$ cat src/rtl/scoreboard_scan_ctrl.sv
// Four-digit scoreboard controller: saturating BCD score counter, one-hot digit
// scan at a fixed refresh rate, and leading-zero blanking for the selected digit.
module scoreboard_scan_ctrl #(
    parameter int unsigned SCAN_DIV = 50000
) (
    input  logic       clk,
    input  logic       rst,
    input  logic       score_inc,
    input  logic       score_clr,
    output logic [3:0] code,
    output logic [3:0] d0,
    output logic [3:0] d1,
    output logic [3:0] d2,
    output logic [3:0] d3,
    output logic       blank,
    output logic       sat
);

    localparam int unsigned PW = $clog2(SCAN_DIV);
    localparam logic [PW-1:0] TERM = PW'(SCAN_DIV - 1);

    typedef enum logic [3:0] {
        SEL_D0 = 4'b0001,
        SEL_D1 = 4'b0010,
        SEL_D2 = 4'b0100,
        SEL_D3 = 4'b1000
    } sel_e;

    sel_e          code_q;
    logic [PW-1:0] presc_q;
    logic [3:0]    d0_q, d1_q, d2_q, d3_q;
    logic [3:0]    d0_d, d1_d, d2_d, d3_d;
    logic          sat_w;

    assign sat_w = (d3_q == 4'd9) && (d2_q == 4'd9) && (d1_q == 4'd9) && (d0_q == 4'd9);

    // Ripple the decimal carry through all four digits within one cycle.
    always_comb begin
        // NOTE: every next-state value gets a default first so no path leaves it unassigned (no latch).
        d0_d = d0_q;
        d1_d = d1_q;
        d2_d = d2_q;
        d3_d = d3_q;
        if (score_clr) begin
            d0_d = 4'd0;
            d1_d = 4'd0;
            d2_d = 4'd0;
            d3_d = 4'd0;
        end else if (score_inc && !sat_w) begin
            if (d0_q != 4'd9) begin
                d0_d = d0_q + 4'd1;
            end else begin
                d0_d = 4'd0;
                if (d1_q != 4'd9) begin
                    d1_d = d1_q + 4'd1;
                end else begin
                    d1_d = 4'd0;
                    if (d2_q != 4'd9) begin
                        d2_d = d2_q + 4'd1;
                    end else begin
                        d2_d = 4'd0;
                        d3_d = d3_q + 4'd1;
                    end
                end
            end
        end
    end

    always_ff @(posedge clk or posedge rst) begin
        // NOTE: state registers use non-blocking assignments so every flop samples pre-edge values.
        if (rst) begin
            d0_q <= 4'd0;
            d1_q <= 4'd0;
            d2_q <= 4'd0;
            d3_q <= 4'd0;
        end else begin
            d0_q <= d0_d;
            d1_q <= d1_d;
            d2_q <= d2_d;
            d3_q <= d3_d;
        end
    end

    // Scan prescaler and digit-select rotation; independent of score activity.
    always_ff @(posedge clk or posedge rst) begin
        if (rst) begin
            presc_q <= '0;
            code_q  <= SEL_D0;
        end else if (presc_q == TERM) begin
            presc_q <= '0;
            case (code_q)
                SEL_D0:  code_q <= SEL_D1;
                SEL_D1:  code_q <= SEL_D2;
                SEL_D2:  code_q <= SEL_D3;
                default: code_q <= SEL_D0;
            endcase
        end else begin
            presc_q <= presc_q + PW'(1);
        end
    end

    always_comb begin
        case (code_q)
            SEL_D3:  blank = (d3_q == 4'd0);
            SEL_D2:  blank = (d3_q == 4'd0) && (d2_q == 4'd0);
            SEL_D1:  blank = (d3_q == 4'd0) && (d2_q == 4'd0) && (d1_q == 4'd0);
            default: blank = 1'b0;
        endcase
    end

    assign code = code_q;
    assign d0   = d0_q;
    assign d1   = d1_q;
    assign d2   = d2_q;
    assign d3   = d3_q;
    assign sat  = sat_w;

endmodule

$ cat config.mk
export PLATFORM = sky130hd
export DESIGN_NAME = scoreboard_scan_ctrl
export DESIGN_NICKNAME = d
export VERILOG_FILES = /design/src/rtl/scoreboard_scan_ctrl.sv
export SDC_FILE = /design/constraint.sdc
export NUM_CORES = 1
export LEC_CHECK = 0
export ABC_AREA = 1
export BUFFER_PORTS_ARGS = -buffer_cell sky130_fd_sc_hd__clkbuf_2
export CELL_PAD_IN_SITES_DETAIL_PLACEMENT = 1
export CELL_PAD_IN_SITES_GLOBAL_PLACEMENT = 1
export CORE_AREA = 2 2 72 74
export DETAILED_ROUTE_END_ITERATION = 12
export DIE_AREA = 0 0 74 76
export PLACE_DENSITY = 0.84
export SLEW_MARGIN = 20
export SYNTH_ARGS = -nofsm -noshare
export SYNTH_HDL_FRONTEND = slang
export SYNTH_SLANG_ARGS = --single-unit
$ cat constraint.sdc
create_clock -name clk -period 2.4 [get_ports clk]
set_input_delay 0.24 -clock clk [delete_from_list [all_inputs] [get_ports clk]]
set_output_delay 0.24 -clock clk [all_outputs]
set_load 0.05 [all_outputs]
==> results.md <==
- Pwr Density: approximately 580 nW/um2
- # hold bufs at CTS: 0
- Die Y-Extent: ~76 um
- Combinational power share: between 10% and 20%
- Routability cong.: about 0.79
- Max-Cap Viols: 0
- Remaining DRCs: 0
- Final Cycle Share: approximately 83%
- Worst Setup Start Kind: flop
- CP Data Required Time: roughly 2.2 ns
- Unrepaired setup endpoints after global routing: no
- DRT Pass-1 Iters: 4
- Worst setup EP type: output pin
- Sw Share: between 20% and 30%
- Dominant synthesized flop cell: dfrtp_1
- Share of layout cells above drive strength 1: 16.0%
- Status: finished clean
- Worst Tran Pin Value: roughly 0.48 ns
- Gr usage total: between 10% and 20%
- Async SR Flop Fraction: 100%
- Final hold vios: 0
- Yosys Warn Count: 0
- Leak Pwr: ~1.3 nW
- Nets: about 330
- HPWL Detailed: roughly 3800 um
- Max_slew headroom: about two thirds
- Post-synthesis cell area: about 2100 um2
- Final Setup Violations: 0
- Core Area: just under 5000 um2
- Clk Latency, worst-skew pair: about 0.30 ns
- Reg-to-Reg End: d2[3]
- Worst-path fanout max: 3
- Setup TNS: 0 ns
- Setup Buffers After CTS: 0
- Ports: 26
- Final Max Tran Viols: 0
- EDFF count, synth: 0
- Met1 Usage GRT: roughly a quarter
- Bufs on Longest Clock Path: 2
- Die Wd: about 74 um
- Hold crit path type: input pin to async pin
- Netlist cell types: 27
- Num CTS Buffers: 5
- H-tree depth: 2
- Total grt overflow: 0
- Starting density of the core: 43.3%
- Seq cells post-synth: 36
- Reg power frac: between 40% and 50%
- Std cell rows: 26
- First-pass GRT wire length: roughly 9000 um
- Arrival @ worst endpoint: 1.76 ns
- Area grow syn2layout: 14.7%
- Largest net degree at the start of global routing: 37
- Number of global-route vias before repair: between 1,500 and 2,000
- Reg2reg setup slack: between 0.7 and 0.8 ns
- Post-Syn Area per Cell: between 7 and 8 um2
- Clock root buffer: clkbuf_8
- Post-route ant nets: 0
- Setup crit end: blank
- Port bufs: 25
- Ant diodes: 0
- CP Launch Point: code[2]
- FF-to-FF path depth: 10
- Clock Skew: between 0.004 and 0.005 ns
- CTS resizes: 0
- Global routing usage on met3: 4.76%
- Maximum clock rate: between 500 and 600 MHz
- Post-route minimum period: 2.00 ns
- GRT met2 Usage: between 30% and 40%
- Clock sinks: 36
- FF-to-FF Start: d3[1]
- Via count: between 1,500 and 2,000
- Most used routing layer: met2
- Total Die Area: 5620 um2
- Avg Vias per Cell: just under 5
- Mapped Cells: 286
- Int Power: ~0.00099 W
- Net Count, Synth: 296
- Seq/Total Area, Yosys: between 40 and 50%
- Crit Path Category: flop to output pin
- Routed WL: between 4000 and 5000 um
- Clock-pin slew on the worst setup and hold paths: approximately 0.08 ns
- Fin util: between 40% and 50%
- Wirelength per Cell: 12.8 um
- Initial antenna violation count: 0
- VDD IR-drop max: ~0.00027 V
- Switching pwr: ~0.00042 W
- Initial DRC count: 55
- CTS tree: done
- Clk pwr share: a little under two fifths
layout by cell type (no fill, tap or decap), types with 3 or more instances in the layout:
cell,instances
nand3b_1,4
nand2_1,61
a21oi_1,4
nor2_2,4
xor2_1,8
nand4_1,12
clkbuf_8,5
nor3_1,9
dfrtp_1,35
ha_1,6
nand3_1,20
o21ai_0,17
clkbuf_2,25
inv_1,46
nand2_2,5
nor2_1,36
or2_2,3
sequential cells by signal, indices dropped and copies added (netlist names):
signal and flops:
code 4, d2 4, d0 4, d1 4, d3 4, presc_q 16
per-layer routing:
layer / vias to the layer above / share of wire, %
met2: 24 / 51
met4: 0 / 1.2
met1: 926 / 45
li1: 971 / -
met3: 6 / 2.8
met5: - / 0
cell families (layout without fill, tap and decap cells):
kind of cell,after synthesis,in the layout,share of synthesized area [%]
fa+ha+maj,6,6,3.53
simple gates,158,158,34.7
flops,36,36,42.4
xor+xnor,9,9,3.71
compound gates,25,25,6.06
buf+inv,52,84,9.59
worst min path at each step:
stage / start / depth (start not counted) / to
floorplan: rst / 1 / code[1]
global placement: rst / 3 / d0[3]
detailed placement: rst / 3 / d0[3]
CTS: rst / 3 / d3[3]
global route: rst / 3 / d3[3]
finish: rst / 3 / d3[3]
critical path, stage by stage, from the launching register on:
cell and delay [ns]:
dfrtp_1 0.40, inv_1 0.09, nand2_1 0.08, nor3_1 0.29
nand2_1 0.09, nand2_1 0.07, nand2_1 0.05, a21oi_1 0.12
clkbuf_2 0.29
stage by stage:
| step | total power (W) | instance area [um2] | worst slack [ns] | instances | hold slack, ns |
|---|---|---|---|---|---|
| after detailed placement | 0.000882 | 2330 | 0.719 | 380 | 0.372 |
| after CTS | 0.00143 | 2440 | 0.381 | 388 | 0.0500 |
| after floorplan | 0.000829 | 2130 | 0.185 | 286 | 0.406 |
| after global placement | 0.000878 | 2330 | 0.770 | 380 | 0.358 |
| final | 0.00141 | 2440 | 0.401 | 388 | 0.0224 |
| after global routing | 0.00148 | 2440 | 0.182 | 388 | 0.0826 |
area by class of cell:
type / count / area (um2)
Clock inverter: 2 / 35.0
Tap cell: 70 / 87.6
Fill cell: 650 / 2470
Multi-Input combinational cell: 198 / 1020
Timing Repair Buffer: 26 / 133
Inverter: 50 / 188
Clock buffer: 6 / 72.6
Sequential cell: 36 / 902
synthesized netlist by cell type, drive strengths merged (3+ instances only):
library cell,instances,area [um2]
a21oi,4,20.0
dfrtp,35,876
xor2,8,70.1
or2,3,18.8
nand3,21,118
nand4,12,75.1
nor2,40,160
nor3,9,45.0
inv,48,180
nand3b,4,30.0
nand2,68,283
ha,6,75.1
o21ai,19,95.1
power groups by stage:
stage	Sequential [W]	Combinational, W	Clock (W)
2_1_floorplan	0.000737	0.0000915	0
3_3_place_gp	0.000666	0.000212	0
3_5_place_dp	0.000667	0.000215	0
4_1_cts	0.000655	0.000217	0.000559
5_1_grt	0.000662	0.000237	0.000579
6_report	0.000655	0.000213	0.000539
(Power assumes the default switching activity.)
